==> src/rtl/periph_bus_pkg.sv <==
// Shared types for the peripheral bus master: FSM state encoding and phase counter width.
package periph_bus_pkg;

   typedef enum logic [1:0] {
      ST_IDLE  = 2'd0,
      ST_SETUP = 2'd1,
      ST_HIGH  = 2'd2,
      ST_HOLD  = 2'd3
   } bus_state_e;

   localparam int unsigned PHASE_CNT_W = 8;

endpackage

==> src/rtl/periph_bus_master.sv <==
// Single-transaction master for a phi2-clocked peripheral register bus: request capture,
// address setup, phi2 high phase, then a hold cycle whose phi2 fall strobes writes.
module periph_bus_master
   import periph_bus_pkg::*;
#(
   parameter int unsigned HALF_CYCLES = 4
) (
   input  logic       i_clk,
   input  logic       i_reset_n,
   input  logic       i_req_valid,
   output logic       o_req_ready,
   input  logic [1:0] i_req_addr,
   input  logic       i_req_rw,
   input  logic [7:0] i_req_wdata,
   output logic       o_rsp_valid,
   output logic [7:0] o_rsp_rdata,
   output logic       o_phi2,
   output logic [1:0] o_addr,
   output logic       o_rw,
   output logic       o_en,
   output logic [7:0] o_wdata,
   input  logic [7:0] i_rdata
);

   if (HALF_CYCLES < 2 || HALF_CYCLES > 255) begin : g_bad_half_cycles
      $error("periph_bus_master: HALF_CYCLES must be in 2..255");
   end

   localparam logic [PHASE_CNT_W-1:0] PHASE_RELOAD = PHASE_CNT_W'(HALF_CYCLES - 1);

   bus_state_e             state_q, state_d;
   logic [PHASE_CNT_W-1:0] cnt_q, cnt_d;
   logic                   ready_q, ready_d;
   logic                   phi2_q, phi2_d;
   logic                   en_q, en_d;
   logic                   rsp_valid_q, rsp_valid_d;
   logic [7:0]             rsp_rdata_q, rsp_rdata_d;
   logic [1:0]             addr_q, addr_d;
   logic                   rw_q, rw_d;
   logic [7:0]             wdata_q, wdata_d;

   always_ff @(posedge i_clk or negedge i_reset_n) begin
      if (!i_reset_n) begin
         state_q     <= ST_IDLE;
         cnt_q       <= '0;
         ready_q     <= 1'b1;
         phi2_q      <= 1'b0;
         en_q        <= 1'b0;
         rsp_valid_q <= 1'b0;
         rsp_rdata_q <= 8'h00;
         addr_q      <= 2'd0;
         rw_q        <= 1'b1;
         wdata_q     <= 8'h00;
      end else begin
         state_q     <= state_d;
         cnt_q       <= cnt_d;
         ready_q     <= ready_d;
         phi2_q      <= phi2_d;
         en_q        <= en_d;
         rsp_valid_q <= rsp_valid_d;
         rsp_rdata_q <= rsp_rdata_d;
         addr_q      <= addr_d;
         rw_q        <= rw_d;
         wdata_q     <= wdata_d;
      end
   end

   // Every output is registered, so each value is set one edge ahead of the cycle it appears in.
   always_comb begin
      state_d     = state_q;
      cnt_d       = cnt_q;
      ready_d     = ready_q;
      phi2_d      = phi2_q;
      en_d        = en_q;
      rsp_valid_d = 1'b0;
      rsp_rdata_d = rsp_rdata_q;
      addr_d      = addr_q;
      rw_d        = rw_q;
      wdata_d     = wdata_q;

      case (state_q)
         ST_IDLE: begin
            if (i_req_valid && ready_q) begin
               state_d = ST_SETUP;
               cnt_d   = PHASE_RELOAD;
               ready_d = 1'b0;
               en_d    = 1'b1;
               addr_d  = i_req_addr;
               rw_d    = i_req_rw;
               wdata_d = i_req_wdata;
            end
         end
         ST_SETUP: begin
            if (cnt_q == '0) begin
               state_d = ST_HIGH;
               cnt_d   = PHASE_RELOAD;
               phi2_d  = 1'b1;
            end else begin
               cnt_d = cnt_q - 8'd1;
            end
         end
         ST_HIGH: begin
            if (cnt_q == '0) begin
               state_d     = ST_HOLD;
               cnt_d       = '0;
               phi2_d      = 1'b0;
               rsp_valid_d = 1'b1;
               // Peripheral launched i_rdata on the rising phi2, so it is stable here.
               rsp_rdata_d = rw_q ? i_rdata : 8'h00;
            end else begin
               cnt_d = cnt_q - 8'd1;
            end
         end
         ST_HOLD: begin
            state_d = ST_IDLE;
            cnt_d   = '0;
            en_d    = 1'b0;
            ready_d = 1'b1;
         end
         default: begin
            state_d = ST_IDLE;
            cnt_d   = '0;
            phi2_d  = 1'b0;
            en_d    = 1'b0;
            ready_d = 1'b1;
         end
      endcase
   end

   assign o_req_ready = ready_q;
   assign o_rsp_valid = rsp_valid_q;
   assign o_rsp_rdata = rsp_rdata_q;
   assign o_phi2      = phi2_q;
   assign o_en        = en_q;
   assign o_addr      = addr_q;
   assign o_rw        = rw_q;
   assign o_wdata     = wdata_q;

endmodule

==> config.mk <==
export PLATFORM = sky130hd
export DESIGN_NAME = periph_bus_master
export DESIGN_NICKNAME = d
export VERILOG_FILES = /design/src/rtl/periph_bus_pkg.sv /design/src/rtl/periph_bus_master.sv
export SDC_FILE = /design/constraint.sdc
export NUM_CORES = 1
export LEC_CHECK = 0
export BUFFER_PORTS_ARGS = -buffer_cell sky130_fd_sc_hd__buf_4
export CORE_ASPECT_RATIO = 1.25
export CORE_MARGIN = 3
export CORE_UTILIZATION = 40
export DETAILED_ROUTE_END_ITERATION = 16
export GPL_ROUTABILITY_DRIVEN = 0
export PLACE_DENSITY = 0.63
export SKIP_LAST_GASP = 1
export SYNTH_ARGS = -nofsm -noshare
export SYNTH_HDL_FRONTEND = slang
export SYNTH_SLANG_ARGS = --single-unit
==> constraint.sdc <==
create_clock -name i_clk -period 3.95 [get_ports i_clk]
set_input_delay 0.79 -clock i_clk [delete_from_list [all_inputs] [get_ports i_clk]]
set_output_delay 0.79 -clock i_clk [all_outputs]
set_load 0.05 [all_outputs]
==> metrics.yaml <==
status:
  outcome: "finished clean"
synthesis:
  netlist_area_sq_mm: 0.00156
  synth_compound_gate_area_share_pct: 14.3
  synth_top_family_by_area: "simple AND/OR/NAND/NOR gates"
  synthCells: 147
  synth.distinct_cells: 33
  yosys.cell_count.top_type: "sky130_fd_sc_hd__dfrtp_1"
  flop_and_latch_count_out_of_synthesis: 33
  synthDominantCellAreaShare_pct: 49.7
  synth_edf_count: 0
  synthesis.yosys.warnings: 0
  dominantRegCellSynth: "sky130_fd_sc_hd__dfrtp_1"
  synth.area.mux_share_pct: 9.29
  post_synth.cell_area_avg_sq_um: 10.6
  yosys.area_share.adder_pct: 5.61
  ys_top_cells_by_count: "31 x sky130_fd_sc_hd__dfrtp_1, 25 x sky130_fd_sc_hd__nand2_1, 15 x sky130_fd_sc_hd__o21ai_0, 11 x sky130_fd_sc_hd__mux2_2"
  seq_area_frac_synth_pct: 53.0
  post-synth-top-area-cell: "sky130_fd_sc_hd__dfrtp_1"
  synth_simple_gate_area_share_pct: 14.5
  yosys-top-cells-area: "sky130_fd_sc_hd__dfrtp_1 50%, sky130_fd_sc_hd__mux2_2 7.9%, sky130_fd_sc_hd__nand2_1 6.0%, sky130_fd_sc_hd__ha_1 5.6%, sky130_fd_sc_hd__o21ai_0 4.8%"
  synth.net_count: 176
  synth_area_in_xor_xnor_pct: 0
  synth-async-reset-ratio_pct: 100
floorplanning:
  core_area_sq_mm: 0.00363
  boundaryPins: 45
  fp.dieArea_sq_mm: 0.00469
  num_rows: 24
  die_width_um: 61.9
  initial_utilization_pct: 43.0
  die_height_um: 75.9
clock_tree:
  cts_post_setup_buffers_inserted: 0
  htree_num_levels: 2
  cts.hold.buffers_added: 0
  cts_repair_resize_count: 0
  clock_insertion_delay_worst_skew_ps: 280
  cts_sink_cnt: 33
  tritoncts: "yes"
  cts_max_path_buffers: 2
  clock_pin_slew_worst_setup_and_hold_paths_ps: 70
  cts_made_buffers: 5
  clock-root-buffer: "sky130_fd_sc_hd__clkbuf_8"
timing:
  finalWorstPathRequiredPeriod_ps: 2010
  rsz0062_at_grt: "no"
  hold_viol: 0
  max_slew.worst_pin.slew_ps: 551
  fin_setup_tns_ps: 0
  setup_viol_count_final: 0
  slew-limit-headroom_pct: 63.2
  number_of_max_slew_violations_in_the_final_report: 0
  achievable-frequency_mhz: 497
  clock_skew_ps: 2.58
  final_min_period_over_clock_period_pct: 51.0
final_layout:
  area_delta_synth_final_pct: 30.2
  fillers: 327
  antenna_cells: 0
  share_of_final_layout_standard_cells_stronger_than_drive_strength_1_pct: 36.7
  final_net_count: 224
drt:
  route.vias.total: 1235
  first_iter_violations: 78
  drc: 0
  drt-total-wl_mm: 3.33
  antenna_violating_nets_post_route: 0
  first_pass_iters: 4
  wl_per_cell_um: 13.4
  route.detailed.vias_per_inst: 4.98
worst_setup_path:
  worst-endpoint-arrival_ps: 2170
  cp.required_ps: 4100
  timing.setup.critical_path_class: "flip-flop to flip-flop"
  reg2reg_to: "state_q[0]$_DFFE_PN0P_"
  reg2reg_setup_slack_ps: 1940
  endpoint_class_of_the_critical_path: "flip-flop"
  r2r_start: "cnt_q[0]$_DFFE_PN0P_"
  timing.critical_path.fanout_max: 5
  crit_start: "cnt_q[0]$_DFFE_PN0P_"
  critical_path_source_type: "flip-flop"
  reg2reg_depth: 6
  end_point_of_the_critical_path: "state_q[0]$_DFFE_PN0P_"
global_route:
  largest_net_degree_at_the_start_of_global_routing: 34
  grt_pass1_wl_mm: 5.24
  grt_overflow: 0
  grt_util_all_layers_pct: 15.4
  grt_antenna_before_repair: 0
  number_of_global_route_vias_before_repair: 1203
min_path:
  worst_hold_path_class: "input port to async pin"
run:
  cap_violations: 0
placement:
  post-dp-hpwl_mm: 2.47
  count_of_input_and_output_buffers: 44
## kinds of logic (layout without fill, tap and decap cells)
kind of cell / Yosys count / count (layout)
simple gates: 45 / 45
fa+ha+maj: 7 / 7
flops: 33 / 33
mux: 13 / 13
buf+inv: 13 / 62
compound gates: 36 / 36
## how the worst min path moves through the flow
stage / startpoint / cells past startpoint / slack [ps] / endpoint
2_1_floorplan: i_reset_n / 0 / 490 / cnt_q[0]$_DFFE_PN0P_
3_3_place_gp: o_rsp_rdata[3]$_DFFE_PN0P_ / 2 / 470 / o_rsp_rdata[3]$_DFFE_PN0P_
3_5_place_dp: o_rsp_rdata[1]$_DFFE_PN0P_ / 2 / 480 / o_rsp_rdata[1]$_DFFE_PN0P_
4_1_cts: i_reset_n / 1 / 450 / o_rsp_rdata[5]$_DFFE_PN0P_
5_1_grt: i_reset_n / 1 / 460 / o_wdata[2]$_DFFE_PN0P_
6_report: i_reset_n / 1 / 440 / cnt_q[4]$_DFFE_PN0P_
## cell type report
type	instances	area, sq um	share of cell area (%)
clock inverter	3	17.5	0.862
clock buffer	5	68.8	3.38
sequential	33	828	40.7
multi-input combinational	101	682	33.5
inverter	9	33.8	1.66
timing repair buffer	45	338	16.6
tap	52	65.1	3.20
## state kept, by name, indices dropped and copies added (netlist names)
signal and count:
cnt_q 8, o_rsp_rdata 8, o_wdata 8, o_addr 2, state_q 2, o_en 1
o_phi2 1, o_req_ready 1, o_rsp_valid 1, o_rw 1
## per-layer routing
metal	vias up	track usage [%]	part of all wire, %
met5	-	0	0
met2	39	24.9	50
met3	7	3.90	6.1
li1	611	-	-
met1	578	18.1	42
met4	0	9.20	2.0
## worst max-delay path: stages (launching register included)
cell and delay, ps:
sky130_fd_sc_hd__dfrtp_1 410, sky130_fd_sc_hd__inv_1 150, sky130_fd_sc_hd__ha_1 160, sky130_fd_sc_hd__nor3b_1 470, sky130_fd_sc_hd__nand2_1 230, sky130_fd_sc_hd__a2111oi_2 390, sky130_fd_sc_hd__a21oi_1 80
## stage by stage
step                      std cells  setup slack (ps)  instance area (sq um)  hold slack [ps]  util, %
after floorplan                 147              2170                   1560              494        -
after global placement          240              2060                   1950              467     53.6
after detailed placement        240              1990                   1950              480     53.6
after CTS                       248              1950                   2030              451     56.0
after global routing            248              1800                   2030              465     56.0
final                           248              1940                   2030              440     56.0
## placed cells by master (no fill, tap or decap), types with 5 or more instances in the layout
master / instances
sky130_fd_sc_hd__buf_4: 45
sky130_fd_sc_hd__dfrtp_1: 31
sky130_fd_sc_hd__nand2_1: 25
sky130_fd_sc_hd__o21ai_0: 15
sky130_fd_sc_hd__mux2_2: 11
sky130_fd_sc_hd__inv_1: 9
sky130_fd_sc_hd__a21oi_1: 9
sky130_fd_sc_hd__nor2_1: 7
sky130_fd_sc_hd__ha_1: 7
sky130_fd_sc_hd__clkbuf_8: 5
Power is left out: the tool's default activity adds up to more than one toggle a clock period on the data nets, which glitch-free logic cannot reach.
